==> src/rtl/stream_rsp_return_fifo.sv <==
// In-order index FIFO for stream_rsp_return.
// Holds the originating input of each outstanding request.
module stream_rsp_return_fifo #(
  parameter int unsigned Depth    = 4,
  parameter type         elem_t   = logic,
  localparam int unsigned PtrWidth = (Depth > 1) ? $clog2(Depth) : 1,
  localparam int unsigned CntWidth = $clog2(Depth + 1)
) (
  input  logic                clk_i,
  input  logic                rst_i,
  input  logic                push_i,
  input  elem_t               data_i,
  input  logic                pop_i,
  output elem_t               data_o,
  output logic                full_o,
  output logic                empty_o,
  output logic [CntWidth-1:0] count_o
);

  localparam logic [PtrWidth-1:0] LastPtr = PtrWidth'(Depth - 1);
  localparam logic [CntWidth-1:0] FullCnt = CntWidth'(Depth);

  logic [PtrWidth-1:0] wr_ptr;
  logic [PtrWidth-1:0] rd_ptr;
  logic [CntWidth-1:0] count;
  logic                do_push;
  logic                do_pop;
  elem_t               mem [Depth];

  // Wrap explicitly so non-power-of-two depths work.
  function automatic logic [PtrWidth-1:0] next_ptr(
    input logic [PtrWidth-1:0] p
  );
    return (p == LastPtr) ? '0 : p + PtrWidth'(1);
  endfunction

  assign full_o  = (count == FullCnt);
  assign empty_o = (count == '0);
  assign count_o = count;
  assign data_o  = mem[rd_ptr];

  // Full and empty guard the pointers even if the caller does not.
  assign do_push = push_i & ~full_o;
  assign do_pop  = pop_i & ~empty_o;

  // Pointer and occupancy state; reset discards in-flight entries.
  always_ff @(posedge clk_i) begin
    if (rst_i) begin
      wr_ptr <= '0;
      rd_ptr <= '0;
      count  <= '0;
    end else begin
      if (do_push) wr_ptr <= next_ptr(wr_ptr);
      if (do_pop)  rd_ptr <= next_ptr(rd_ptr);
      unique case ({do_push, do_pop})
        2'b10:   count <= count + CntWidth'(1);
        2'b01:   count <= count - CntWidth'(1);
        default: count <= count;
      endcase
    end
  end

  // Storage needs no reset; only entries below count are ever read.
  always_ff @(posedge clk_i) begin
    if (do_push) mem[wr_ptr] <= data_i;
  end

endmodule

==> src/rtl/stream_rsp_return.sv <==
// Response return path for one crossbar output port.
// Tracks request origins in order and steers responses back.
module stream_rsp_return #(
  parameter int unsigned NumInp    = 0,
  parameter int unsigned DataWidth = 1,
  parameter type         rsp_t     = logic [DataWidth-1:0],
  parameter int unsigned Depth     = 4,
  localparam int unsigned IdxWidth = (NumInp > 1) ? $clog2(NumInp) : 1,
  localparam int unsigned NumLanes = (NumInp > 0) ? NumInp : 1,
  localparam int unsigned CntWidth = $clog2(Depth + 1)
) (
  input  logic                clk_i,
  input  logic                rst_i,
  input  logic [IdxWidth-1:0] req_idx_i,
  input  logic                req_valid_i,
  output logic                req_ready_o,
  output logic                req_valid_o,
  input  logic                req_ready_i,
  input  rsp_t                rsp_data_i,
  input  logic                rsp_valid_i,
  output logic                rsp_ready_o,
  output rsp_t [NumLanes-1:0] rsp_data_o,
  output logic [NumLanes-1:0] rsp_valid_o,
  input  logic [NumLanes-1:0] rsp_ready_i,
  output logic [CntWidth-1:0] outstanding_o,
  output logic                err_unexp_o
);

  typedef logic [IdxWidth-1:0] idx_inp_t;

  idx_inp_t head;
  logic     full;
  logic     empty;
  logic     push;
  logic     pop;
  logic     sel_ready;

  // A full tracker blocks the request in both directions.
  assign req_valid_o = req_valid_i & ~full;
  assign req_ready_o = req_ready_i & ~full;
  assign push        = req_valid_i & req_ready_i & ~full;

  assign rsp_ready_o = ~empty & sel_ready;
  assign pop         = rsp_valid_i & rsp_ready_o;

  stream_rsp_return_fifo #(
    .Depth  (Depth),
    .elem_t (idx_inp_t)
  ) u_fifo (
    .clk_i   (clk_i),
    .rst_i   (rst_i),
    .push_i  (push),
    .data_i  (req_idx_i),
    .pop_i   (pop),
    .data_o  (head),
    .full_o  (full),
    .empty_o (empty),
    .count_o (outstanding_o)
  );

  // One-hot steer of valid to the head lane, ready back from it.
  always_comb begin
    rsp_valid_o = '0;
    sel_ready   = 1'b0;
    for (int k = 0; k < NumLanes; k++) begin
      if (head == IdxWidth'(k)) begin
        rsp_valid_o[k] = rsp_valid_i & ~empty;
        sel_ready      = rsp_ready_i[k];
      end
    end
  end

  // Payload is broadcast; valid alone selects the receiver.
  always_comb begin
    rsp_data_o = '0;
    for (int k = 0; k < NumLanes; k++) begin
      rsp_data_o[k] = rsp_data_i;
    end
  end

  // Sticky flag for a response with nothing outstanding.
  always_ff @(posedge clk_i) begin
    if (rst_i) begin
      err_unexp_o <= 1'b0;
    end else if (rsp_valid_i & empty) begin
      err_unexp_o <= 1'b1;
    end
  end

endmodule

==> config.mk <==
export PLATFORM = sky130hd
export DESIGN_NAME = stream_rsp_return
export DESIGN_NICKNAME = d
export VERILOG_FILES = /design/src/rtl/stream_rsp_return_fifo.sv /design/src/rtl/stream_rsp_return.sv
export SDC_FILE = /design/constraint.sdc
export NUM_CORES = 1
export LEC_CHECK = 0
export BUFFER_PORTS_ARGS = -buffer_cell sky130_fd_sc_hd__buf_2
export CORE_UTILIZATION = 38
export DETAILED_ROUTE_END_ITERATION = 10
export GPL_TIMING_DRIVEN = 0
export HOLD_SLACK_MARGIN = 0.03
export PLACE_DENSITY = 0.69
export SLEW_MARGIN = 20
export SYNTH_ARGS = -nofsm -noshare
export SYNTH_HDL_FRONTEND = slang
export SYNTH_SLANG_ARGS = --single-unit
==> constraint.sdc <==
create_clock -name clk_i -period 2.43 [get_ports clk_i]
set_input_delay 0.1215 -clock clk_i [delete_from_list [all_inputs] [get_ports clk_i]]
set_output_delay 0.1215 -clock clk_i [all_outputs]
set_load 0.05 [all_outputs]
==> results by group <==
Cells and area
  • Share of cells above drive strength 1: 0.337
  • Fin util: 0.500
  • Final antenna diode count: 0
  • Fin cells: 111
  • Synthesis-to-finish area growth: 22.3%
  • Nets@finish: 102

Worst setup path
  • Critical path class: reg -> reg
  • CP endpoint kind: flop
  • Critical-path maximum fanout: 7
  • Crit path DAT: 2540 ps
  • Crit start category: flop
  • Req. time, crit path: 2650 ps

Clock network
  • CTS Root Cell: clkbuf_4
  • Max Root-Sink Buffers: 2
  • CTS clk-pin slew, worst paths: 90 ps
  • Htree depth: 1
  • Resize count post-CTS: 2
  • Worst skew pair latency: 290 ps
  • Hold-fix buffers, CTS: 0
  • CTS tree: yes
  • Clk sinks: 14
  • Postcts setup bufs: 0
  • Cts bufs inserted: 3

Yosys
  • Synth Instances: 69
  • Yosys cell types: 22
  • Yosys reg bits: 14
  • Post-synth EDFFs: 4
  • Share of the synthesized area in the top cell type: 0.284
  • Sequential fraction of the synthesis area: 0.454
  • Dominant synthesized flop cell: dfxtp_1
  • Asr flop ratio synth: 0
  • Largest area contributor in the netlist: dfxtp_1
  • Area contributors post-synth: dfxtp_1 (28%), edfxtp_1 (17%), ha_1 (11%)
  • Most frequent cells after synthesis: dfxtp_1 (10), and2_1 (8), nor2_1 (7)
  • Avg Cell Area, Syn: 10.2 sq um
  • Yosys Warn Count: 0
  • Syn nets: 84
  • Cell area after synthesis: 706 sq um
  • Count leader, synth: dfxtp_1

Global routing
  • First-pass GRT wire length: 1910 um
  • Tot GR Track Use: 0.140
  • Number of global-route vias before repair: 463
  • Largest net degree at the start of global routing: 10
  • Met3 usage: 0.0720
  • Met1 usage: 0.162
  • Global Route met2 Usage: 0.212
  • Initial antenna violation count: 0
  • Total global routing overflow: 0
  • Gr busiest metal: met2

Floorplanning
  • Starting Density: 0.409
  • Total core area: 1730 sq um
  • Ports: 17
  • Die width: 45.1 um
  • Die Y: 45.1 um
  • Rows: 15
  • Die ar.: 2030 sq um

STA
  • Min Tclk post-route: 2320 ps
  • Post-route clock skew: 10.6 ps
  • Slew Viols, Final: 0
  • RSZ-0062 raised after global routing: no
  • Maximum clock rate: 0.431 GHz
  • Hold Vio Cnt, Final: 0
  • Rel. slew slack: 0.412
  • Period utilization: 0.954
  • Endpoints failing setup: 0
  • Worst-Margin Slew: 871 ps
  • Setup TNS: 0 ps

Status
  • Status: finished, final reports clean

Power
  • Cell Pwr Density: 573 nW/um^2
  • Maximum VDD drop: 0.259 mV
  • Static Leak: 0.000349 uW

Route
  • Routed vias: 539
  • Drt wl/cell: 10.7 um
  • DRC: 0
  • Final wirelength: 1180 um
  • 1st-pass router iterations: 4
  • Final ANT Viol Nets: 0
  • Vias per cell: 4.86
  • Detailed Route Iter0 Violations: 2

Placed design
  • Placer Congestion: 0.665
  • Dpl hpwl: 919 um
  • Placed Instances: 108
  • Input/output buffers: 14

Job
  • Number of max-cap violations: 0

Worst hold path
  • Worst min-delay path class: in -> reg
layout by cell type, fill, tap and decap left out, types with 2 or more instances in the layout:
cell	n
xor2_1	2
nor3_1	2
clkbuf_4	3
nand4_1	2
a31o_2	2
nor2_1	6
inv_1	6
and2_1	8
buf_2	14
clkbuf_1	2
edfxtp_1	4
ha_1	5
dfxtp_2	2
o21ai_0	2
dfxtp_1	7
a21oi_1	6
cell families (layout without fill, tap and decap cells):
kind of cell    Yosys count  after routing  synth area share
simple gates             24             24             0.192
flops                    14             14             0.454
compound gates           11             11            0.0940
buf+inv                   9             26            0.0532
fa+ha+maj                 7              7             0.135
xor+xnor                  2              2            0.0248
mux                       2              2            0.0479
critical path, cell delays in order, from the launching register on:
cell	delay, ps
dfxtp_4	370
or3b_4	410
and3_4	210
inv_1	90
ha_4	150
inv_1	40
fa_1	370
xor2_1	150
or3_1	310
a21oi_1	140
per-stage QoR:
stage | power (uW) | hold slack (ps) | cell area (sq um) | setup WS (ps)
5_1_grt | 524 | 34.9 | 863 | 20.8
3_5_place_dp | 356 | 349 | 813 | -27.5
4_1_cts | 501 | 35.2 | 841 | 36.4
6_report | 494 | 47.4 | 863 | 112
3_3_place_gp | 353 | 348 | 813 | -2.01
2_1_floorplan | 332 | 220 | 712 | 7.09
area by class of cell:
class / instances / area (sq um)
Fill cell: 167 / 863
Multi-Input combinational cell: 46 / 375
Sequential cell: 14 / 327
Timing Repair Buffer: 14 / 70.1
Tap cell: 25 / 31.3
Clock buffer: 4 / 26.3
Inverter: 6 / 22.5
Buffer: 2 / 11.3
worst paths after layout:
check | slack [ps] | to | cells after the start | startpoint
max | 110 | u_fifo.count_o[2] | 9 | u_fifo.count_o[2]
max reg2reg | 110 | u_fifo.count_o[2] | 9 | u_fifo.count_o[2]
min reg2reg | 490 | err_unexp_o | 2 | err_unexp_o
min | 50 | u_fifo.mem[1] | 1 | req_idx_i
where the power goes:
part	switching, uW	total, uW	internal [uW]
Clock	76.1	140	63.8
Sequential	8.69	258	249
Combinational	65.2	97.0	31.7
Total	150	494	344
layer usage:
metal,vias up,share of wire
met1,251,0.45
li1,273,-
met2,13,0.49
met5,-,0
met4,0,0.013
met3,2,0.051
Note: power is estimated with default switching activity, not from simulation.
